`src/rtl/debug_link_pkg.sv`:
```
// Shared constants and types for the 40-bit debug link (sender, receiver, bench).
package debug_link_pkg;

  localparam int DBG_WORD_W       = 40;
  localparam int DBG_CNT_W        = 16;
  localparam int DBG_FRAME_PERIOD = 46;

  typedef enum logic {
    RX_IDLE  = 1'b0,
    RX_SHIFT = 1'b1
  } rx_state_e;

endpackage

```
`src/rtl/debug_rx_hold.sv`:
```
// One-entry holding register for received words: push/pop with drop-on-full
// and a registered one-cycle overrun pulse.
import debug_link_pkg::*;

module debug_rx_hold #(
  parameter int DATA_W = DBG_WORD_W
) (
  input  logic              clk,
  input  logic              rst_n,
  input  logic              push_i,
  input  logic [DATA_W-1:0] push_data_i,
  input  logic              pop_ready_i,
  output logic [DATA_W-1:0] data_o,
  output logic              valid_o,
  output logic              overrun_o
);

  logic [DATA_W-1:0] data_q, data_d;
  logic              valid_q, valid_d;
  logic              overrun_q, overrun_d;
  logic              load;

  // A pop on the same edge frees the slot, so a full register can still take a push.
  always_comb begin
    load      = push_i && (!valid_q || pop_ready_i);
    data_d    = load ? push_data_i : data_q;
    valid_d   = load || (valid_q && !pop_ready_i);
    overrun_d = push_i && !load;
  end

  // NOTE: registers take non-blocking (<=) updates so every flop samples the
  // pre-edge values; blocking here would create order-dependent races.
  always_ff @(posedge clk or negedge rst_n) begin
    if (!rst_n) begin
      data_q    <= '0;
      valid_q   <= 1'b0;
      overrun_q <= 1'b0;
    end else begin
      data_q    <= data_d;
      valid_q   <= valid_d;
      overrun_q <= overrun_d;
    end
  end

  assign data_o    = data_q;
  assign valid_o   = valid_q;
  assign overrun_o = overrun_q;

endmodule

```
`src/rtl/debug_data_receiver.sv`:
```
// Deserialiser for the 40-bit debug link: strobe-framed, MSB first, one bit per clk.
// Optional saturating statistics counters when DEBUG_RX_STATS_EN is defined.
import debug_link_pkg::*;

module debug_data_receiver #(
  parameter int DATA_W = DBG_WORD_W
`ifdef DEBUG_RX_STATS_EN
  , parameter int CNT_W = DBG_CNT_W
`endif
) (
  input  logic              clk,
  input  logic              rst_n,
  input  logic              sin,
  input  logic              frame_start,
  output logic [DATA_W-1:0] out_data,
  output logic              out_valid,
  input  logic              out_ready,
  output logic              busy,
  output logic              overrun,
  output logic              frame_err
`ifdef DEBUG_RX_STATS_EN
  , output logic [CNT_W-1:0] frame_count
  , output logic [CNT_W-1:0] drop_count
`endif
);

  localparam int                   BIT_CNT_W = $clog2(DATA_W);
  localparam logic [BIT_CNT_W-1:0] LAST_BIT  = BIT_CNT_W'(DATA_W - 1);

  rx_state_e            state_q, state_d;
  logic [BIT_CNT_W-1:0] cnt_q, cnt_d;
  // Only DATA_W-1 bits are stored; the last bit comes straight from sin.
  logic [DATA_W-2:0]    sr_q, sr_d;
  logic                 frame_err_q, frame_err_d;
  logic                 push;
  logic [DATA_W-1:0]    push_data;

  // NOTE: every always_comb output gets a default first, so no path leaves a
  // variable unassigned and no latch is inferred.
  always_comb begin
    state_d     = state_q;
    cnt_d       = cnt_q;
    sr_d        = sr_q;
    push        = 1'b0;
    frame_err_d = 1'b0;
    // A strobe always wins, even on the completing edge of the current frame.
    if (frame_start) begin
      frame_err_d = (state_q == RX_SHIFT);
      state_d     = RX_SHIFT;
      cnt_d       = BIT_CNT_W'(1);
      sr_d        = {{(DATA_W-2){1'b0}}, sin};
    end else if (state_q == RX_SHIFT) begin
      sr_d = {sr_q[DATA_W-3:0], sin};
      if (cnt_q == LAST_BIT) begin
        push    = 1'b1;
        state_d = RX_IDLE;
        cnt_d   = '0;
      end else begin
        cnt_d = cnt_q + BIT_CNT_W'(1);
      end
    end
  end

  assign push_data = {sr_q, sin};

  always_ff @(posedge clk or negedge rst_n) begin
    if (!rst_n) begin
      state_q     <= RX_IDLE;
      cnt_q       <= '0;
      frame_err_q <= 1'b0;
    end else begin
      state_q     <= state_d;
      cnt_q       <= cnt_d;
      frame_err_q <= frame_err_d;
    end
  end

  // NOTE: the shift register is pure datapath that each strobe reloads, so it
  // carries no reset; only control state needs a known value.
  always_ff @(posedge clk) begin
    sr_q <= sr_d;
  end

  debug_rx_hold #(.DATA_W(DATA_W)) u_hold (
    .clk         (clk),
    .rst_n       (rst_n),
    .push_i      (push),
    .push_data_i (push_data),
    .pop_ready_i (out_ready),
    .data_o      (out_data),
    .valid_o     (out_valid),
    .overrun_o   (overrun)
  );

  assign busy      = (state_q == RX_SHIFT);
  assign frame_err = frame_err_q;

`ifdef DEBUG_RX_STATS_EN
  logic             stat_load, stat_drop;
  logic [CNT_W-1:0] frame_count_q, drop_count_q;

  // Mirrors the holding register's load/drop decision for the same edge.
  assign stat_load = push && (!out_valid || out_ready);
  assign stat_drop = push && out_valid && !out_ready;

  always_ff @(posedge clk or negedge rst_n) begin
    if (!rst_n) begin
      frame_count_q <= '0;
      drop_count_q  <= '0;
    end else begin
      if (stat_load && !(&frame_count_q)) frame_count_q <= frame_count_q + CNT_W'(1);
      if (stat_drop && !(&drop_count_q))  drop_count_q  <= drop_count_q + CNT_W'(1);
    end
  end

  assign frame_count = frame_count_q;
  assign drop_count  = drop_count_q;
`endif

endmodule

```
`config.mk`:
```
export PLATFORM = sky130hd
export DESIGN_NAME = debug_data_receiver
export DESIGN_NICKNAME = d
export VERILOG_FILES = /design/src/rtl/debug_link_pkg.sv /design/src/rtl/debug_rx_hold.sv /design/src/rtl/debug_data_receiver.sv
export SDC_FILE = /design/constraint.sdc
export NUM_CORES = 1
export LEC_CHECK = 0
export BUFFER_PORTS_ARGS = -buffer_cell sky130_fd_sc_hd__buf_2
export CORE_MARGIN = 1
export CORE_UTILIZATION = 51
export DETAILED_ROUTE_END_ITERATION = 12
export PLACE_DENSITY = 0.75
export SKIP_CTS_REPAIR_TIMING = 1
export SLEW_MARGIN = 10
export SYNTH_ARGS = -nofsm -noshare
export SYNTH_HDL_FRONTEND = slang
export SYNTH_SLANG_ARGS = --single-unit
```
`constraint.sdc`:
```
create_clock -name clk -period 1.7 [get_ports clk]
set_clock_uncertainty 0.05 [all_clocks]
set_input_delay 0.17 -clock clk [delete_from_list [all_inputs] [get_ports clk]]
set_output_delay 0.17 -clock clk [all_outputs]
set_load 0.05 [all_outputs]
```
=== Word-level counts from Yosys, hierarchy flattened ===
Index checks and enable logic that the tools add are counted.

* Output and inout bits: 44
* Flip-flop bits (word level): 89
* Input bits: 5

* Mux-type cells: 12
* Reductions and logical operators: 9
* Equal/unequal tests: 1
* $add $sub $neg: 1

{| class="wikitable"
|+ Operators with widths
! cell !! count
|-
| 6-bit 2-to-1 mux || 3
|-
| 1-bit 2-to-1 mux || 9
|-
| 6-bit by 1-bit adder with 6-bit output (second input constant) || 1
|-
| 6-bit equality test (second input constant) || 1
|-
| 1-bit logical AND || 3
|-
| 1-bit logical NOT || 3
|-
| 1-bit logical OR || 2
|-
| 2-bit nonzero test || 1
|}

=== Logic depth before layout (Yosys ltp) ===
* Word-level depth: 7
* Depth in mapped cells: 6

=== Modules after synthesis ===
A second synthesis with hierarchy kept.

* Cell total of the unflattened synthesis: 254
* Area, all modules: 3534.6 um^2

{| class="wikitable"
|+ Modules (own cells, without submodules)
! module !! instances !! area an instance (um^2) !! cells an instance
|-
| debug_data_receiver || 1 || 1801.7 || 163
|-
| debug_rx_hold || 1 || 1732.9 || 91
|}

=== Worst setup path after synthesis ===
OpenSTA, ideal clock, no wires.

* Path kind: register -> register
* Start: register cnt_q[0]
* End: register u_hold.data_q[0], in the netlist u_hold.data_o[0]
* Clock period less this slack: 1731 ps
* Data arrival time: 1556 ps
* Data required time: 1525 ps
* Setup slack: -31 ps
* Library setup time: 125 ps
* Stages on the path, launching flop included: 7
* Buffers on the path: 2
* Path through: dfrtp_1 ha_1 nor3b_4 and4b_1 buf_6 buf_12 mux2_4

* Word-level cells in the longest chain between the ends: 5

{| class="wikitable"
|+ RTL lines
! item !! RTL line !! text
|-
| from (decl) || debug_data_receiver.sv:31 || <nowiki>logic [BIT_CNT_W-1:0] cnt_q, cnt_d;</nowiki>
|-
| from (signal assigned) || debug_data_receiver.sv:73 || <nowiki>cnt_q <= cnt_d;</nowiki>
|-
| 6-bit equality test || debug_data_receiver.sv:54 || <nowiki>if (cnt_q == LAST_BIT) begin</nowiki>
|-
| 1-bit 2-to-1 mux || debug_data_receiver.sv:54 ||
|-
| 1-bit 2-to-1 mux || debug_data_receiver.sv:52 || <nowiki>end else if (state_q == RX_SHIFT) begin</nowiki>
|-
| 1-bit 2-to-1 mux || debug_data_receiver.sv:47 || <nowiki>if (frame_start) begin</nowiki>
|-
| 1-bit logical AND || debug_rx_hold.sv:25 || <nowiki>load = push_i && (!valid_q || pop_ready_i);</nowiki>
|-
| to (signal assigned) || debug_rx_hold.sv:39 || <nowiki>data_q <= data_d;</nowiki>
|-
| to (decl) || debug_rx_hold.sv:18 || <nowiki>logic [DATA_W-1:0] data_q, data_d;</nowiki>
|}

No other way between the ends.
A chain may end at the register's enable or synchronous reset.

=== Worst setup path in the final report ===
* Start: register cnt_q[1]
* End: register u_hold.data_q[19], in the netlist u_hold.data_o[19]

Same word-level chain as after synthesis.

==> metrics.md <==
| Metric | Value |
|---|---|
| Fmax achieved | `559 MHz` |
| Global route total overflow | `0` |
| Number of max-cap violations | `0` |
| Die Y | `85.4 um` |
| Slew Viols, Final | `0` |
| Mux cell area share after synthesis | `27.9%` |
| Vias | `2027` |
| Cell count after synthesis | `256` |
| R2R Setup Slk | `-0.09 ns` |
| Boundary pin count | `49` |
| GRT Resource Usage Total | `16.7%` |
| Initial antenna violation count | `0` |
| Sink Count | `89` |
| Crit-path max FO | `22` |
| Die W | `85.4 um` |
| Main combinational cell family by area after synthesis | `multiplexers` |
| CTS Buf Count | `9` |
| Cell taking the most area after synthesis | `dfrtp_1` |
| Crit share post-route | `105%` |
| Fillers | `529` |
| Max IR drop VDD | `402 uV` |
| Die area | `7290 um2` |
| Clock slew seen by the registers of the worst setup and hold paths | `0.09 ns` |
| WP data required | `1.88 ns` |
| Clk buf depth | `2` |
| Xor/xnor share of the synthesized area | `0.494%` |
| Status | `finished with violations` |
| Final Net Count | `320` |
| DP HPWL | `3.63 mm` |
| Yosys top cell area share | `35.3%` |
| P_leak | `2.26 nW` |
| Synth Area in Compound Gates | `1.52%` |
| Final Hold Fails | `0` |
| Vias per cell | `5.08` |
| Crit path time final | `1.79 ns` |
| Antenna fix cells | `0` |
| Failing checks | `setup timing` |
| Pwr dens | `934 nW/um2` |
| Root buf cell | `clkbuf_8` |
| Yosys warnings | `0` |
| Signal arrival time at the worst endpoint | `1.97 ns` |
| Area Overhead vs Synth | `16.8%` |
| Layout cells sized above 1 | `38.9%` |
| Starting density of the core | `52.5%` |
| Seq cells post-synth | `89` |
| Routed WL | `5.68 mm` |
| Placed cell count | `381` |
| Port buffer count | `48` |
| CP Class | `flop to flop` |
| Largest net degree at the start of global routing | `50` |
| CTS tree | `done` |
| Num rows | `30` |
| Core area | `6760 um2` |
| Syn_nets | `262` |
| Startpoint types | `flop` |
| Mapped Area | `3550 um2` |
| Synth area leaders | `dfrtp_1 (35%), dfxtp_1 (21%), mux2_4 (17%)` |
| Post-DRT Antenna Nets | `0` |
| RSZ-0062 raised after global routing | `true` |
| Wire per inst | `14.2 um` |
| 1st-iter DRT viols | `90` |
| CTS H-tree lvls | `3` |
| WHS | `0.0793 ns` |
| Fin worst setup slack | `-0.0902 ns` |
| CP Capture Type | `flop` |
| Post-Synth Simple-Gate Area | `7.94%` |
| Post-Layout Cell Count | `399` |
| First-pass GRT wire length | `9.36 mm` |
| Worst skew pair latency | `0.35 ns` |
| Synth cell types | `31` |
| Placer Congestion | `0.792` |
| Adder-Cell Fraction of Synth Area | `0.353%` |
| Syn Area/Cell | `13.9 um2` |
| HP Class | `input pin to flop` |
| Final setup violation count | `38` |
| Number of remaining DRC errors | `0` |
| Initial DRT Pass Iterations | `6` |
| Worst-Margin Slew | `0.492 ns` |
| Vias in the first global route | `2011` |
| Slew Limit Headroom | `67.2%` |
| Post-synthesis sequential area ratio | `57.6%` |
-- where the power goes --
group / internal, mW / switching (mW) / leakage, nW
clock: 0.853 / 0.709 / 0.115
combinational: 0.0623 / 0.103 / 1.14
sequential: 2.13 / 0.0136 / 1.00
total: 3.04 / 0.826 / 2.26
-- Yosys cell counts --
cell type	number
edfxtp_1	1
buf_6	1
nor2b_1	1
a311o_2	1
buf_12	4
nor3b_4	1
nand2b_1	1
xor2_1	2
mux2_4	40
o31ai_1	1
nand4_1	3
buf_1	1
and2_1	1
o41ai_1	1
and3_2	2
or2_2	1
a21oi_1	2
nand2_1	4
a41oi_1	1
clkbuf_1	4
nor2_1	42
and4b_1	1
inv_1	2
and3_1	1
buf_2	6
dfrtp_1	50
o21bai_1	1
dfxtp_1	38
nor3b_1	2
mux2i_1	39
ha_1	1
-- critical path: stages, from the launching register on --
cell and delay, ns:
dfrtp_1 0.37, ha_2 0.20, nor3b_4 0.18, and4b_2 0.32
buf_12 0.23, mux2_4 0.32
-- area by class of cell --
cell class / count / area [um2] / share of cell area, %
inverter: 2 / 7.51 / 0.181
sequential: 89 / 2040 / 49.3
clock inverter: 3 / 43.8 / 1.06
multi-input combinational: 149 / 1360 / 32.8
clock buffer: 13 / 180 / 4.35
timing repair buffer: 63 / 408 / 9.85
tap: 80 / 100 / 2.42
-- per-stage QoR --
stage	TNS, ns	cell area, um2	util, %	power (mW)	worst slack, ns
after floorplan	-1.14	3550	-	2.28	-0.0285
final	-2.29	4140	61.3	3.87	-0.0902
after CTS	-2.48	4120	61.0	3.91	-0.0951
after global placement	-0.485	3900	57.7	2.35	-0.0231
after detailed placement	-1.78	3900	57.7	2.35	-0.0730
after global routing	-4.87	4140	61.3	4.02	-0.158
-- cell families after synthesis --
group / Yosys count
flip-flops: 89
multiplexers: 79
AND/OR/NAND/NOR: 60
buffers and inverters: 18
AO/OA/AOI/OAI: 7
XOR/XNOR: 2
adder cells (fa/ha/maj): 1
-- path summary, 6_finish.rpt --
path	to	startpoint	cells past startpoint
max	u_hold.data_o[19]	cnt_q[1]	5
min	u_hold.overrun_o	out_ready	3
max reg2reg	u_hold.data_o[19]	cnt_q[1]	5
min reg2reg	u_hold.data_o[7]	u_hold.data_o[7]	1
max in group asynchronous	u_hold.data_o[18]	rst_n	3
min in group asynchronous	u_hold.valid_o	rst_n	2
-- metal layers --
| layer | GRT usage, % | vias to the layer above | part of all wire, % |
|---|---|---|---|
| met5 | 0 | - | 0 |
| met4 | 10.0 | 0 | 2.5 |
| met3 | 4.18 | 13 | 3.4 |
| met2 | 25.4 | 47 | 46 |
| met1 | 21.8 | 976 | 48 |
| li1 | - | 991 | - |
-- state kept, by name, indices dropped and copies added, names as in the netlist --
register	count
frame_err	1
sr_q	39
cnt_q	6
u_hold.valid_o	1
u_hold.data_o	40
u_hold.overrun_o	1
busy	1
-- cells in the final DEF, fill, tap and decap left out --
cell type / count
dlygate4sd3_1: 2
a21oi_1: 2
nor3b_4: 1
nand2b_1: 1
o31ai_1: 1
nor3b_1: 2
ha_2: 1
clkbuf_1: 1
nor2b_1: 1
mux2i_1: 39
clkbuf_16: 1
a311o_2: 1
and3_2: 2
or2_2: 1
inv_6: 1
dfrtp_2: 1
clkbuf_8: 11
buf_2: 48
o41ai_1: 1
and3_1: 1
buf_4: 9
xor2_1: 2
and4b_2: 1
a41oi_1: 1
nand2_1: 4
edfxtp_1: 1
inv_1: 2
buf_12: 4
clkinv_2: 1
nor2_1: 42
o21bai_1: 1
dfxtp_1: 38
dfrtp_1: 49
and2_1: 1
mux2_4: 40
nand4_1: 3
bufinv_16: 1
Note: power is estimated with default switching activity, not from simulation.
